==> config.mk <==
export PLATFORM = sky130hd
export DESIGN_NAME = cache_arbiter
export DESIGN_NICKNAME = d
export VERILOG_FILES = /design/src/rtl/cache_types.sv /design/src/rtl/cache_arbiter_arb_req_latch.sv /design/src/rtl/cache_arbiter.sv
export SDC_FILE = /design/constraint.sdc
export NUM_CORES = 1
export LEC_CHECK = 0
export ABC_AREA = 1
export BUFFER_PORTS_ARGS = -buffer_cell sky130_fd_sc_hd__buf_2
export CAP_MARGIN = 20
export CORE_AREA = 2 2 545 547
export DETAILED_ROUTE_END_ITERATION = 8
export DIE_AREA = 0 0 547 549
export PLACE_DENSITY = 0.3
export SYNTH_ARGS = -nofsm -noshare
export SYNTH_HDL_FRONTEND = slang
export SYNTH_SLANG_ARGS = --single-unit
export TNS_END_PERCENT = 1
==> constraint.sdc <==
create_clock -name clk -period 15.82 [get_ports clk]
set_clock_uncertainty 0.15 [all_clocks]
set_input_delay 3.164 -clock clk [delete_from_list [all_inputs] [get_ports clk]]
set_output_delay 3.164 -clock clk [all_outputs]
set_load 0.005 [all_outputs]
==> src/rtl/cache_types.sv <==
// Shared types for the I/D cache arbiter: line type, FSM state encoding and
// the tie-break helper used when both caches request at once.
package cache_types;

    localparam int LINE_WIDTH = 256;

    typedef logic [LINE_WIDTH-1:0] line_t;

    typedef logic [1:0] arb_state_t;
    localparam arb_state_t IDLE   = 2'd0;
    localparam arb_state_t I_BUSY = 2'd1;
    localparam arb_state_t D_BUSY = 2'd2;
    localparam arb_state_t DONE   = 2'd3;

    localparam logic GRANT_I = 1'b0;
    localparam logic GRANT_D = 1'b1;

    // On a conflict the side that did not win last time goes next.
    function automatic logic pick_d(input logic i_req, input logic d_req,
                                    input logic last_grant);
        if (i_req && d_req) return (last_grant == GRANT_I);
        return d_req;
    endfunction

endpackage

==> src/rtl/cache_arbiter_arb_req_latch.sv <==
// Holds the granted request (address, write line, op) for the whole memory
// transaction so cache-side changes cannot disturb the memory interface.
module arb_req_latch #(
    parameter int ADDR_W = 32,
    parameter int LINE_W = 256
) (
    input  logic              clk,
    input  logic              rst,
    input  logic              load,
    input  logic [ADDR_W-1:0] nxt_addr,
    input  logic [LINE_W-1:0] nxt_wdata,
    input  logic              nxt_write,
    output logic [ADDR_W-1:0] addr,
    output logic [LINE_W-1:0] wdata,
    output logic              write
);

    always_ff @(posedge clk or posedge rst) begin
        if (rst) begin
            addr  <= '0;
            wdata <= '0;
            write <= 1'b0;
        end else if (load) begin
            addr  <= nxt_addr;
            wdata <= nxt_wdata;
            write <= nxt_write;
        end
    end

endmodule

==> src/rtl/cache_arbiter.sv <==
// Merges I-cache fills and D-cache fills/write-backs onto one memory line
// port: one transaction at a time, alternating on conflicts.
module cache_arbiter
    import cache_types::*;
#(
    parameter int ADDR_W = 32,
    parameter int LINE_W = LINE_WIDTH
) (
    input  logic              clk,
    input  logic              rst,

    input  logic              icache_read,
    input  logic [ADDR_W-1:0] icache_address,
    output logic [LINE_W-1:0] icache_rdata,
    output logic              icache_resp,

    input  logic              dcache_read,
    input  logic              dcache_write,
    input  logic [ADDR_W-1:0] dcache_address,
    input  logic [LINE_W-1:0] dcache_wdata,
    output logic [LINE_W-1:0] dcache_rdata,
    output logic              dcache_resp,

    output logic              pmem_read,
    output logic              pmem_write,
    output logic [ADDR_W-1:0] pmem_address,
    output logic [LINE_W-1:0] pmem_wdata,
    input  logic [LINE_W-1:0] pmem_rdata,
    input  logic              pmem_resp
);

    arb_state_t        state, state_nxt;
    logic              last_grant;
    logic              i_req, d_req;
    logic              grant, grant_d;
    logic [ADDR_W-1:0] nxt_addr, lat_addr;
    logic [LINE_W-1:0] nxt_wdata, lat_wdata;
    logic              nxt_write, lat_write;

    assign i_req   = icache_read;
    assign d_req   = dcache_read | dcache_write;
    assign grant   = (state == IDLE) && (i_req || d_req);
    assign grant_d = pick_d(i_req, d_req, last_grant);

    // Read+write together from the D-cache is treated as a write-back.
    assign nxt_addr  = grant_d ? dcache_address : icache_address;
    assign nxt_wdata = grant_d ? dcache_wdata : '0;
    assign nxt_write = grant_d & dcache_write;

    arb_req_latch #(.ADDR_W(ADDR_W), .LINE_W(LINE_W)) u_req_latch (
        .clk       (clk),
        .rst       (rst),
        .load      (grant),
        .nxt_addr  (nxt_addr),
        .nxt_wdata (nxt_wdata),
        .nxt_write (nxt_write),
        .addr      (lat_addr),
        .wdata     (lat_wdata),
        .write     (lat_write)
    );

    always_comb begin
        state_nxt = state;
        case (state)
            IDLE:    if (grant) state_nxt = grant_d ? D_BUSY : I_BUSY;
            I_BUSY:  if (pmem_resp) state_nxt = DONE;
            D_BUSY:  if (pmem_resp) state_nxt = DONE;
            DONE:    state_nxt = IDLE;
            default: state_nxt = IDLE;
        endcase
    end

    always_ff @(posedge clk or posedge rst) begin
        if (rst) begin
            state      <= IDLE;
            last_grant <= GRANT_D;
        end else begin
            state <= state_nxt;
            if (grant) last_grant <= grant_d;
        end
    end

    // Memory side is decoded from registered state only.
    assign pmem_read    = (state == I_BUSY) || ((state == D_BUSY) && !lat_write);
    assign pmem_write   = (state == D_BUSY) && lat_write;
    assign pmem_address = lat_addr;
    assign pmem_wdata   = lat_wdata;

    assign icache_resp  = (state == I_BUSY) && pmem_resp;
    assign dcache_resp  = (state == D_BUSY) && pmem_resp;
    assign icache_rdata = icache_resp ? pmem_rdata : '0;
    assign dcache_rdata = dcache_resp ? pmem_rdata : '0;

endmodule
### Word-level counts from Yosys, hierarchy flattened

Index checks and enable logic that the tools add are counted.

* flip-flop bits (word level): 292
* logic and storage cells: 36

* equal/unequal tests: 5
* muxes and demuxes: 11
* bitwise logic cells: 3
* reductions and logical operators: 12

Operators with widths (number)
* 2-to-1 mux 256 bit: 3
* 2-to-1 mux 32 bit: 1
* logical AND 1 bit: 6
* 2-to-1 mux 2 bit: 3
* case mux 2 bit (3 select lines): 1
* == test 2 bit (second input constant): 2
* 2-to-1 mux 1 bit: 3
* == test 2 x 1 -> 1 bit (second input constant): 1
* zero test 2 bit: 1
* logical OR 1 bit: 2
* != test 2 x 1 -> 1 bit (second input constant): 1
* != test 2 bit (second input constant): 1
* AND reduction 2 bit: 1
* OR reduction 2 bit: 1
* AND 1 bit: 1
* zero test 1 bit: 1
* inverter 1 bit: 1
* OR 1 bit: 1

### Logic depth before layout (Yosys ltp)

Gate-level depths: netlist of the first run.

* word-level depth: 7
* gate-level depth with buffers: 8
* gate-level depth less buffers: 7

### Modules after synthesis

A second synthesis of the first run with hierarchy kept.

* cells, all modules: 2738
* area total of the unflattened synthesis: 16943.8 um^2

Modules (own cells, without submodules)
* arb_req_latch: times used 1, cells an instance 1221, area each 10804.1 um^2
* cache_arbiter: times used 1, cells an instance 1517, area each 6139.6 um^2

### Worst setup path after synthesis of the first run

OpenSTA, ideal clock, no wires.

* path kind: input -> output
* from: in pmem_resp
* to: out dcache_resp
* arrival: 3919 ps
* required time: 12506 ps
* setup slack: 8587 ps
* stages on the path: 4
* buffers on the path: 2
* path through: nand2_1 clkbuf_1 buf_1 inv_1

* word-level cells in the longest chain between the ends: 1

RTL lines
* start, declared: line cache_arbiter.sv:29 `input logic pmem_resp`
* logical AND 1 bit: line cache_arbiter.sv:90 `assign dcache_resp = (state == D_BUSY) && pmem_resp;`
* end, declared: line cache_arbiter.sv:22 `output logic dcache_resp,`

Every way passes these cells.

### Worst setup path after layout of the first run

* from: in pmem_resp
* to: out dcache_rdata[222]

* word-level cells in the longest chain between the ends: 2

RTL lines
* logical AND 1 bit: line cache_arbiter.sv:90
* 2-to-1 mux 256 bit: line cache_arbiter.sv:92 `assign dcache_rdata = dcache_resp ? pmem_rdata : '0;`
* end, declared: line cache_arbiter.sv:21 `output logic [LINE_W-1:0] dcache_rdata,`

Every way passes these cells.

==> flow_summary.yaml, run 1 <==
outcome:
  outcome: "complete, no violations"
synthesis:
  yosys_register_bits: 292
  syn-cell-area_um2: 15180
  synthCells: 2224
  synth.avg_cell_area_um2: 6.826
  syn-num-nets: 2810
  seq_area_frac_synth_pct: 48.14
  yosysWarningCount: 0
  synthDistinctLibCells: 18
grt:
  antenna_found_initial: 229
  grt.overflow.total: 0
  grt_pass1_vias: 21000
  gr-usage-all-layers_pct: 13.11
  grt_max_degree: 153
  grt_pass1_wl_um: 251000
layout:
  final_common_cell: "buf_2"
  fin_area_um2: 28340
  area_delta_synth_final_pct: 86.65
  finalNetCount: 4104
  drive_gt1_share_pct: 42.03
  layout_common_cells: "buf_2, nand2_1, nor2_1"
  fin_cells: 7596
setup_path:
  cpMostUsedCell: "buf_2"
  critPathKind: "primary input to output port"
  crit_arrival_ns: 5.42
  crit_buf_inv: 3
  cp_max_fo: 100
  end_kind: "output port"
  cp_cell_sequence: "buf_2, nand2_4, buf_4, nor2_1, buf_2"
  path_delay_family: "buffers and inverters"
  cp-start-kind: "primary input"
  cp_slowest_cell: "buf_4"
  cp.required_ns: 12.51
  slowest_delay_ns: 0.95
routing:
  vias: 21580
  detail-route-antenna-nets: 0
  drt_iter0_drc: 1576
  viasPerCell: 2.841
  drt_pass1_iterations: 5
  avgRoutedWirePerCell_um: 27.18
  drc: 0
  drt-total-wl_um: 206500
clock_network:
  cts.sinks: 292
  path_clk_slew_ns: 0.06
  cts_tree: "done"
  holdBufCountCts: 0
  post_cts_buffers: 0
  numCtsBuffers: 43
  cts_resized: 0
  clockBufferDepth: 3
  insertion_delay_ns: 0.64
  root_buffer: "clkbuf_16"
  h-tree-depth: 2
timing:
  setup_tns_ns: 0
  hold_violations: 0
  rsz0062_at_grt: "no"
  drv_slew: 0
  setup_ws_ns: 7.091
  slew-limit-headroom_pct: 27.83
  setup_viol: 0
  fmax_ghz: 0.1146
  period_needed_ns: 8.729
  fin_crit_sh_pct: 55.18
  worst_pin_slew_ns: 1.083
flow_run:
  max_cap_violations: 0
floorplan:
  num_io_pins: 1386
  core_um2: 295000
  die_area_um2: 300300
  rows: 200
  chipWidth_um: 547
  start_util_pct: 5.146
  die_h_um: 549
power:
  irDropWorstVdd_mv: 0.1013
  p_leak_nw: 16.39
  p_per_area_nw_per_um2: 156.7
placement:
  io_buffers: 1385
  dp_cells: 7412
  hpwlAfterDp_um: 181700
  dp_slack_ns: 7.127
  dpl_cell_area_um2: 26610
  routabilityCongestion: 1.043
min_path:
  hold_path_class: "register to register"
-- per-layer routing --
| layer | track usage, % | part of all wire (%) |
|---|---|---|
| met4 | 4.928 | 3.9 |
| met3 | 8.675 | 16 |
| met2 | 22.12 | 47 |
| met1 | 12.66 | 33 |
| met5 | 0 | 0.24 |
-- worst reg2reg max path, delay by kind of cell (launching register included) --
family                   cells  cell delay (ns)
buffers and inverters        4             2.26
AO/OA/AOI/OAI                1             0.55
AND/OR/NAND/NOR              2             0.47
flip-flops                   1             0.40
adder cells (fa/ha/maj)      1             0.28
-- flip-flops by register name, summed over array words and instances (netlist names) --
register           count
last_grant             1
state                  2
u_req_latch.addr      32
u_req_latch.wdata    256
u_req_latch.write      1
-- where the power goes --
part | switching [mW] | internal [mW]
Sequential | 0.163 | 1.06
Clock | 0.443 | 0.601
Combinational | 1.53 | 0.647
-- metrics by stage --
step | hold WS, ns | util (%) | power (mW)
after floorplan | 0.3216 | - | 2.114
after global placement | 0.3098 | 9.018 | 3.495
after detailed placement | 0.3100 | 9.018 | 3.494
after CTS | 0.3270 | 9.516 | 4.599
after global routing | 0.3404 | 9.566 | 4.851
final | 0.3247 | 9.605 | 4.442
-- final cells by class --
cell class / count / area (um2)
Multi-Input combinational cell: 1473 / 6106
Inverter: 302 / 1149
Sequential cell: 292 / 7308
Timing Repair Buffer: 1406 / 7114
Clock buffer: 53 / 1184
Tap cell: 3939 / 4928
Fill cell: 35000 / 266700
Antenna cell: 105 / 262.8
Clock inverter: 26 / 285.3
-- synth_stat cells, drive strengths merged --
library cell | instances | area share [%]
o21ai | 3 | 0.15
o21bai | 1 | 0.049
dfstp | 1 | 0.17
nor2 | 513 | 13
inv | 302 | 7.5
nand2 | 628 | 16
nand3 | 291 | 9.6
ha | 4 | 0.33
buf | 70 | 2.2
a21boi | 1 | 0.049
dfrtp | 291 | 48
clkbuf | 87 | 2.2
nand3b | 32 | 1.6
-- cells by family (layout without fill, tap and decap cells) --
family | after synthesis | count (layout) | synth area share [%]
AND/OR/NAND/NOR | 1464 | 1464 | 39.42
buffers and inverters | 459 | 1787 | 11.87
flip-flops | 292 | 292 | 48.14
AO/OA/AOI/OAI | 5 | 5 | 0.2473
adder cells (fa/ha/maj) | 4 | 4 | 0.3297
other | 0 | 105 | 0
-- final timing paths --
kind | from | endpoint | slack, ns | cells past startpoint
worst max-delay path | pmem_resp | dcache_rdata[222] | 7.09 | 5
worst min-delay path | u_req_latch.wdata[60]$_DFFE_PP0P_ | u_req_latch.wdata[60]$_DFFE_PP0P_ | 0.32 | 2
worst max register to register | state[0]$_DFFE_PP0P_ | u_req_latch.wdata[134]$_DFFE_PP0P_ | 11.64 | 8
worst min register to register | u_req_latch.wdata[60]$_DFFE_PP0P_ | u_req_latch.wdata[60]$_DFFE_PP0P_ | 0.32 | 2
max in group asynchronous | rst | u_req_latch.wdata[205]$_DFFE_PP0P_ | 11.10 | 4
min in group asynchronous | rst | u_req_latch.wdata[76]$_DFFE_PP0P_ | 2.49 | 2
Power figures use the tool's default switching activity.
==> run 2, diff against run 1 <==
--- a/config.mk
+++ b/config.mk
@@ -5,7 +5,7 @@
 export SDC_FILE = /design/constraint.sdc
 export NUM_CORES = 1
 export LEC_CHECK = 0
-export ABC_AREA = 1
+export ABC_AREA = 0
 export BUFFER_PORTS_ARGS = -buffer_cell sky130_fd_sc_hd__buf_2
 export CAP_MARGIN = 20
 export CORE_AREA = 2 2 545 547
==> constraint.sdc (replaced) <==
create_clock -name clk -period 8.9 [get_ports clk]
set_clock_uncertainty 0.15 [all_clocks]
set_input_delay 1.78 -clock clk [delete_from_list [all_inputs] [get_ports clk]]
set_output_delay 1.78 -clock clk [all_outputs]
set_load 0.005 [all_outputs]
==> run 2 against run 1 <==
Count of clock-buffer cells in the layout increased by 2; combinational power increased by 86%; sequential cell count unchanged; first-iteration DRC count decreased by 7.4%; hold slack got worse by 0.0013 ns; critical path depth decreased by 1; setup slack got worse by 3.7 ns; core utilization decreased by 0.38 points; global-route usage decreased by 0.17 points; via count decreased by 14%.
==> flow_summary.yaml, run 2 <==
outcome:
  outcome: "complete, no violations"
layout:
  finalNetCount: 3212
  area_delta_synth_final_pct: 87.36
  regMostFlops: "u_req_latch.wdata"
  reg.largest.list: "u_req_latch.wdata (256), u_req_latch.addr (32), state (2)"
  drive_gt1_share_pct: 55.26
  fin_cells: 6687
  fill_cells: 34490
  final_common_cell: "buf_2"
  layout_common_cells: "buf_2, and3_1, dfrtp_1"
  register_area_um2: 7308
  multi_input_area_um2: 6300
  largest_reg_flops: 256
routing:
  avgRoutedWirePerCell_um: 30.49
  vias: 18460
  drt-total-wl_um: 203900
  drt_pass1_iterations: 5
  detail-route-antenna-nets: 0
  viasPerCell: 2.761
  drt_iter0_drc: 1460
  drc: 0
power:
  power_frac_comb_pct: 51.7
  pwr-share-clk_pct: 20.3
  swShare_pct: 46.13
  irDropWorstVdd_mv: 0.2115
  total_power_mw: 7.844
  seqPwrFrac_pct: 27.9
  p_sw_mw: 3.619
  p_leak_nw: 15.18
  internal-power_mw: 4.225
  p_per_area_nw_per_um2: 288.2
clock_network:
  h-tree-depth: 2
  clockBufferDepth: 3
  holdBufCountCts: 0
  cts.sinks: 292
  insertion_delay_ns: 0.63
  cts_resized: 0
  root_buffer: "clkbuf_16"
  post_cts_buffers: 0
  path_clk_slew_ns: 0.06
  cts_tree: "done"
  numCtsBuffers: 37
synthesis:
  syn-cell-area_um2: 14530
  synth_mux_area_share_pct: 2.420
  synthArstFlopShare_pct: 100.0
  seq_area_frac_synth_pct: 50.31
  syn-num-nets: 1952
  yosys.area_share.simple_pct: 23.26
  synth.avg_cell_area_um2: 10.63
  synthDistinctLibCells: 25
  synth-edff-count: 0
  synth_top_family_by_area: "simple AND/OR/NAND/NOR gates"
  synth_area_leaders: "dfrtp_1, and3_1, a22o_1, clkbuf_1, mux2i_1"
  yosysWarningCount: 0
  synth_compound_gate_area_share_pct: 17.06
  synth_commonest_cells: "and3_1, dfrtp_1, a22o_1"
  synth_top_area_share_pct: 50.13
  synth_top_cell_by_area: "dfrtp_1"
  synth_top_flop_cell: "dfrtp_1"
  synthCells: 1366
  synthAdderAreaFrac_pct: 0.3445
  synthXorXnorAreaFrac_pct: 0
  synth.most_common_cell: "and3_1"
  yosys_register_bits: 292
setup_path:
  cp_max_fo: 187
  critPathKind: "primary input to output port"
  cp.required_ns: 6.97
  end_kind: "output port"
  cp-start-kind: "primary input"
  crit_arrival_ns: 3.60
timing:
  setup_ws_ns: 3.372
  rsz0062_at_grt: "no"
  drv_slew: 0
  worst_pin_slew_ns: 1.156
  fmax_ghz: 0.1809
  fin_crit_sh_pct: 62.11
  slew-limit-headroom_pct: 22.93
  setup_viol: 0
  hold_violations: 0
  period_needed_ns: 5.528
  setup_tns_ns: 0
placement:
  dp_cells: 6526
  dp_slack_ns: 3.412
  io_buffers: 1385
  routabilityCongestion: 0.9586
  hpwlAfterDp_um: 179800
grt:
  grt_pass1_wl_um: 243700
  grt_max_degree: 221
  gr-usage-all-layers_pct: 12.94
  grt_pass1_vias: 17820
  antenna_found_initial: 224
  grt.overflow.total: 0
floorplan:
  die_h_um: 549
  start_util_pct: 4.924
  num_io_pins: 1386
  core_um2: 295000
  rows: 200
  chipWidth_um: 547
  die_area_um2: 300300
flow_run:
  max_cap_violations: 0
min_path:
  hold_path_class: "register to register"
[run 2: area by class of cell]
type | instances | area share [%]
sequential | 292 | 26.85
timing repair buffer | 1402 | 26.34
multi-input combinational | 889 | 23.15
tap | 3939 | 18.11
clock buffer | 55 | 3.908
antenna | 95 | 0.8734
clock inverter | 11 | 0.7034
inverter | 4 | 0.06896
[run 2: worst paths after layout]
check / slack, ns / from / endpoint / cells past startpoint
setup / recovery: 3.37 / pmem_resp / icache_rdata[66] / 4
hold / removal: 0.32 / u_req_latch.addr[13]$_DFFE_PP0P_ / u_req_latch.addr[13]$_DFFE_PP0P_ / 2
setup reg to reg: 5.92 / state[0]$_DFFE_PP0P_ / u_req_latch.wdata[236]$_DFFE_PP0P_ / 5
hold reg to reg: 0.32 / u_req_latch.addr[13]$_DFFE_PP0P_ / u_req_latch.addr[13]$_DFFE_PP0P_ / 2
max in group asynchronous: 5.91 / rst / u_req_latch.write$_DFFE_PP0P_ / 4
min in group asynchronous: 1.04 / rst / u_req_latch.wdata[48]$_DFFE_PP0P_ / 2
[run 2: kinds of logic after synthesis]
family	after synthesis
AOI/OAI and AO/OA	295
adders and majority gates	4
DFF	292
and+or+nand+nor	555
muxes	35
buffers and inverters	185
[run 2: through the flow]
step	area [um2]	hold WS (ns)	utilization, %
final	27220	0.3235	9.225
after floorplan	14530	0.3031	-
after global placement	25720	0.3143	8.719
after global routing	27100	0.3456	9.187
after detailed placement	25720	0.3155	8.719
after CTS	26980	0.3297	9.145
[run 2: layer usage]
metal,GRT usage [%],routed length (um),vias up
li1,-,-,7762
met4,4.319,7848,84
met2,21.70,95390,1434
met5,0,565,-
met3,8.552,31200,406
met1,12.81,68860,8778
[run 2: power by group through the flow]
stage	Combinational, mW	Clock (mW)	Sequential [mW]
final	4.06	1.59	2.19
after global routing	4.48	1.71	2.27
after CTS	4.26	1.68	2.20
after detailed placement	4.24	0	2.22
after global placement	4.29	0	2.21
after floorplan	1.62	0	2.23
[run 2: worst max-delay path, cell delays in order]
cell,delay [ns]
buf_8,0.45
buf_12,0.50
and3_1,0.32
buf_2,0.19
